### config.mk
export PLATFORM = sky130hd
export DESIGN_NAME = ex_div_unit
export DESIGN_NICKNAME = d
export VERILOG_FILES = /design/src/rtl/ex_div_unit.sv
export SDC_FILE = /design/constraint.sdc
export NUM_CORES = 1
export LEC_CHECK = 0
export CORE_ASPECT_RATIO = 1.1
export CORE_MARGIN = 2
export CORE_UTILIZATION = 65
export CTS_CLUSTER_SIZE = 12
export DETAILED_ROUTE_END_ITERATION = 8
export DONT_BUFFER_PORTS = 1
export PLACE_DENSITY = 0.93
export SKIP_LAST_GASP = 1
export SLEW_MARGIN = 40
export SYNTH_ARGS = -nofsm -noshare
export SYNTH_HDL_FRONTEND = slang
export SYNTH_SLANG_ARGS = --single-unit
### constraint.sdc
create_clock -name clk -period 8 [get_ports clk]
set_clock_uncertainty 0.2 [all_clocks]
set_input_delay 2.4 -clock clk [delete_from_list [all_inputs] [get_ports clk]]
set_output_delay 2.4 -clock clk [all_outputs]
set_load 0.03 [all_outputs]
### src/rtl/ex_div_unit.sv
// Iterative 32-bit radix-2 restoring divider (DIV.W/MOD.W/DIV.WU/MOD.WU).
// Fixed 33-cycle latency from the accepting edge to the single-cycle done pulse.
module ex_div_unit (
    input  logic        clk,
    input  logic        rst,
    input  logic [31:0] dividend,
    input  logic [31:0] divisor,
    input  logic [1:0]  op,
    input  logic        start,
    output logic        is_running,
    output logic [31:0] quotient_out,
    output logic [31:0] remainder_out,
    output logic        done
);

    typedef enum logic [1:0] {
        IDLE   = 2'd0,
        CALC   = 2'd1,
        FINISH = 2'd2
    } state_t;

    state_t      state_reg, state_next;
    logic [4:0]  count_reg, count_next;
    logic [32:0] rem_reg, rem_next;
    logic [31:0] quo_reg, quo_next;
    logic [31:0] dvs_reg, dvs_next;
    logic        dvd_neg_reg, dvd_neg_next;
    logic        quo_neg_reg, quo_neg_next;
    logic        div_zero_reg, div_zero_next;
    logic [31:0] quotient_reg, quotient_next;
    logic [31:0] remainder_reg, remainder_next;
    logic        done_reg, done_next;
    logic        running_reg, running_next;

    logic        is_signed;
    logic [33:0] shifted;
    logic [33:0] trial;
    logic [32:0] step_r;
    logic [31:0] step_q;

    always_ff @(posedge clk) begin
        if (rst) begin
            state_reg     <= IDLE;
            count_reg     <= '0;
            rem_reg       <= '0;
            quo_reg       <= '0;
            dvs_reg       <= '0;
            dvd_neg_reg   <= 1'b0;
            quo_neg_reg   <= 1'b0;
            div_zero_reg  <= 1'b0;
            quotient_reg  <= '0;
            remainder_reg <= '0;
            done_reg      <= 1'b0;
            running_reg   <= 1'b0;
        end else begin
            state_reg     <= state_next;
            count_reg     <= count_next;
            rem_reg       <= rem_next;
            quo_reg       <= quo_next;
            dvs_reg       <= dvs_next;
            dvd_neg_reg   <= dvd_neg_next;
            quo_neg_reg   <= quo_neg_next;
            div_zero_reg  <= div_zero_next;
            quotient_reg  <= quotient_next;
            remainder_reg <= remainder_next;
            done_reg      <= done_next;
            running_reg   <= running_next;
        end
    end

    always_comb begin
        state_next     = state_reg;
        count_next     = count_reg;
        rem_next       = rem_reg;
        quo_next       = quo_reg;
        dvs_next       = dvs_reg;
        dvd_neg_next   = dvd_neg_reg;
        quo_neg_next   = quo_neg_reg;
        div_zero_next  = div_zero_reg;
        quotient_next  = quotient_reg;
        remainder_next = remainder_reg;
        done_next      = 1'b0;
        running_next   = running_reg;
        is_signed      = ~op[1];

        // One restoring step; a set borrow bit means the trial went negative.
        shifted = {rem_reg, quo_reg[31]};
        trial   = shifted - {2'b00, dvs_reg};
        step_r  = trial[33] ? shifted[32:0] : trial[32:0];
        step_q  = {quo_reg[30:0], ~trial[33]};

        case (state_reg)
            IDLE: begin
                if (start) begin
                    dvd_neg_next  = is_signed & dividend[31];
                    quo_neg_next  = is_signed & (dividend[31] ^ divisor[31]);
                    quo_next      = (is_signed & dividend[31]) ? (~dividend + 32'd1) : dividend;
                    dvs_next      = (is_signed & divisor[31]) ? (~divisor + 32'd1) : divisor;
                    div_zero_next = (divisor == 32'd0);
                    rem_next      = '0;
                    count_next    = '0;
                    running_next  = 1'b1;
                    state_next    = CALC;
                end
            end
            CALC: begin
                rem_next   = step_r;
                quo_next   = step_q;
                count_next = count_reg + 5'd1;
                if (count_reg == 5'd31) begin
                    // Results are registered on the last step so done lands in FINISH.
                    // A zero divisor leaves |dividend| in R, so the remainder
                    // restores the original dividend without a special case.
                    if (div_zero_reg)
                        quotient_next = 32'hFFFF_FFFF;
                    else
                        quotient_next = quo_neg_reg ? (~step_q + 32'd1) : step_q;
                    remainder_next = dvd_neg_reg ? (~step_r[31:0] + 32'd1) : step_r[31:0];
                    done_next      = 1'b1;
                    state_next     = FINISH;
                end
            end
            FINISH: begin
                running_next = 1'b0;
                state_next   = IDLE;
            end
            default: begin
                running_next = 1'b0;
                state_next   = IDLE;
            end
        endcase
    end

    assign is_running    = running_reg;
    assign quotient_out  = quotient_reg;
    assign remainder_out = remainder_reg;
    assign done          = done_reg;

endmodule

==> flow_summary.yaml <==
floorplan:
  rows: 51
  io_pins: 135
  initial_core_util_pct: 65.63
  die_w_um: 130.9
  die_h_um: 143.6
  dieArea_mm2: 0.01880
  core_mm2: 0.01755
power_and_ir_drop:
  pwr-share-comb_pct: 41.7
  p_int_uw: 1933
  vdd_drop_max_v: 0.0001746
  power.switching_uw: 1288
  seqPwrFrac_pct: 29.8
  pwr-share-clk_pct: 28.5
  powerDensity_mw_per_mm2: 264.8
  p_leak_uw: 0.004551
  switching_share_pct: 39.98
route:
  drc: 0
  vias: 11462
  wl_mm: 33.54
  dr.first_iter.drc_count: 1551
  wl_per_cell_um: 20.16
  drt-pass1-iter-count: 6
  viasPerCell: 6.888
  detail-route-antenna-nets: 0
synth:
  synth_edf_count: 0
  ys_async_sr_fraction_pct: 0
  syn_area_mm2: 0.01152
  ys_warn_count: 0
  yosys.cell_count.top_type: "nor2_1"
  yosysTopAreaCell: "dfxtp_1"
  ys_seq_area_share_pct: 30.07
  synthFlopType: "dfxtp_1"
  synthTopCellsByArea: "dfxtp_1, nor2_1, xor2_1"
  syn_inst: 1480
  synth_fp_nets: 1588
  ys_seq_elements: 173
  synth_common_cells: "nor2_1, dfxtp_1, nand2_1"
  ys_types: 84
  postSynthAreaPerCell_um2: 7.781
  synth_top_area_share_pct: 30.07
finish:
  stdcell_count: 1664
  drive_above_1_share_pct: 5.961
  largest_reg_flops: 33
  syn_to_final_growth_pct: 5.639
  nets: 1521
  antenna_cells: 0
setup_path:
  crit_top_cell: "ha_1"
  cp-end-kind: "flip-flop"
  r2r_slack_ns: 2.21
  critPathMaxFanout: 44
  path_cells: "ha_1 > o211ai_1 > a21oi_2 > o211ai_2 > nand3_2 > a311oi_4 > xnor2_4 > buf_4 > mux2i_1 > ha_1 > nand2_1 > nor4_1 > a32oi_1 > or3_1 > o31ai_2 > nor3_1 > a221o_1"
  slowest_stage: "nor4_1"
  cp.depth: 17
  path_buf_inv: 1
  crit_type: "reg -> reg"
  rr_startpoint: "rem_reg[1]"
  max_stage_delay_ns: 0.57
  cp_top_family: "compound AO/OA/AOI/OAI gates"
  r2r_cells: 17
  startpoint: "rem_reg[1]"
  required_ns: 8.14
  r2r-end: "remainder_out[28]"
  start_kind: "flip-flop"
  cp.arrival_ns: 5.93
clocking:
  cts.sinks: 173
  cts_setup_buffers: 0
  ctsResizeCount: 0
  clockRootBuffer: "clkbuf_16"
  htree_levels: 4
  clockBufferDepth: 2
  clock_latency_ns: 0.44
  clk_pin_slew_ns: 0.07
  cts_tree: "done"
  hold_buffers: 0
  cts_made_buffers: 17
place:
  dpl.hpwl_mm: 23.44
  preCtsSetupSlack_ns: 2.397
  port_buffers: 0
  place.gp.congestion: 0.9666
  dp.cells: 1632
timing:
  fin_crit_sh_pct: 72.39
  layout_setup_ws_ns: 2.209
  worst_slew_pin_slew_ns: 0.7577
  max_slew_margin_pct: 49.41
  finalSetupTns_ns: 0
  fin_crit_ns: 5.791
  final_hold_viol_count: 0
  holdWs_ns: 0.2621
  setup_viol: 0
  slew_viol_final: 0
  max_freq_ghz: 0.1727
  rsz0062_at_grt: "no"
grt:
  grt_max_degree: 172
  grt-ovfl-total: 0
  antenna_found_initial: 0
  grt_usage_pct: 35.09
  grt_pass1_wl_mm: 52.46
  grt_pass1_vias: 10546
job:
  drv_cap: 0
min_path:
  hold_depth: 2
  worstHoldStart: "dvs_reg[0]"
  hold_class: "reg -> reg"
  min_to: "dvs_reg[0]"
outcome:
  status: "complete, no violations"
-- metal layers --
layer | track usage, % | vias up | share of wire (%)
met1 | 41.53 | 5306 | 37
met4 | 19.71 | 0 | 6.0
met2 | 58.91 | 705 | 48
met3 | 7.334 | 169 | 8.8
li1 | - | 5282 | -
met5 | 0 | - | 0
-- layout by cell type (no fill, tap or decap), types with 23 or more instances in the layout --
| master | count |
|---|---|
| nand3_1 | 26 |
| inv_1 | 55 |
| o31ai_1 | 25 |
| ha_1 | 38 |
| nand2_1 | 122 |
| a222oi_1 | 31 |
| nor2_1 | 211 |
| a21oi_1 | 86 |
| dfxtp_1 | 172 |
| xnor2_1 | 47 |
| mux2i_1 | 23 |
| a211oi_1 | 63 |
| nor3_1 | 33 |
| xor2_1 | 73 |
| o21ai_0 | 76 |
| a22oi_1 | 29 |
-- power by group through the flow --
stage          Clock (uW)  Combinational, uW  Sequential [uW]
2_1_floorplan           0               1040              956
4_1_cts               919               1310              956
3_3_place_gp            0               1260              972
3_5_place_dp            0               1300              975
6_report              918               1340              960
5_1_grt               954               1450              962
-- worst max path at each step --
stage / endpoint / slack, ns
3_3_place_gp: remainder_out[28] / 2.50
5_1_grt: remainder_out[28] / 1.94
2_1_floorplan: quo_reg[30] / 2.86
6_report: remainder_out[28] / 2.21
3_5_place_dp: quo_reg[30] / 2.40
4_1_cts: remainder_out[28] / 2.39
-- through the flow --
| step | utilization, % | instance area (um^2) | power (uW) |
|---|---|---|---|
| 3_3_place_gp | 65.58 | 11510 | 2236 |
| 5_1_grt | 69.33 | 12170 | 3369 |
| 2_1_floorplan | - | 11520 | 1995 |
| 4_1_cts | 69.30 | 12160 | 3183 |
| 6_report | 69.33 | 12170 | 3221 |
| 3_5_place_dp | 65.62 | 11510 | 2270 |
-- worst reg2reg max path, delay by kind of cell, from the launching register on --
family	cells	cell delay, ns
DFF	1	0.47
buffers and inverters	1	0.50
AOI/OAI and AO/OA	7	2.02
adders and majority gates	2	0.60
xor gates and xnor gates	1	0.16
muxes	1	0.37
and+or+nand+nor	5	1.37
-- logic make-up (layout without fill, tap and decap cells) --
logic type | count (synthesis) | in the layout | share of synthesized area, %
AOI/OAI and AO/OA | 427 | 427 | 26.06
buffers and inverters | 153 | 99 | 5.335
DFF | 173 | 173 | 30.07
xor gates and xnor gates | 121 | 121 | 9.365
muxes | 29 | 29 | 2.586
adders and majority gates | 39 | 39 | 4.303
and+or+nand+nor | 538 | 538 | 22.27
-- layout make-up --
class                      instances  area, um^2
clock buffer                      19       442.9
clock inverter                    13       203.9
fill                            1323        5383
inverter                          58       217.7
multi-input combinational       1154        7467
sequential                       173        3465
tap                              238       297.8
timing repair buffer               9       71.32
No activity file was read; power rests on OpenSTA's default activity.
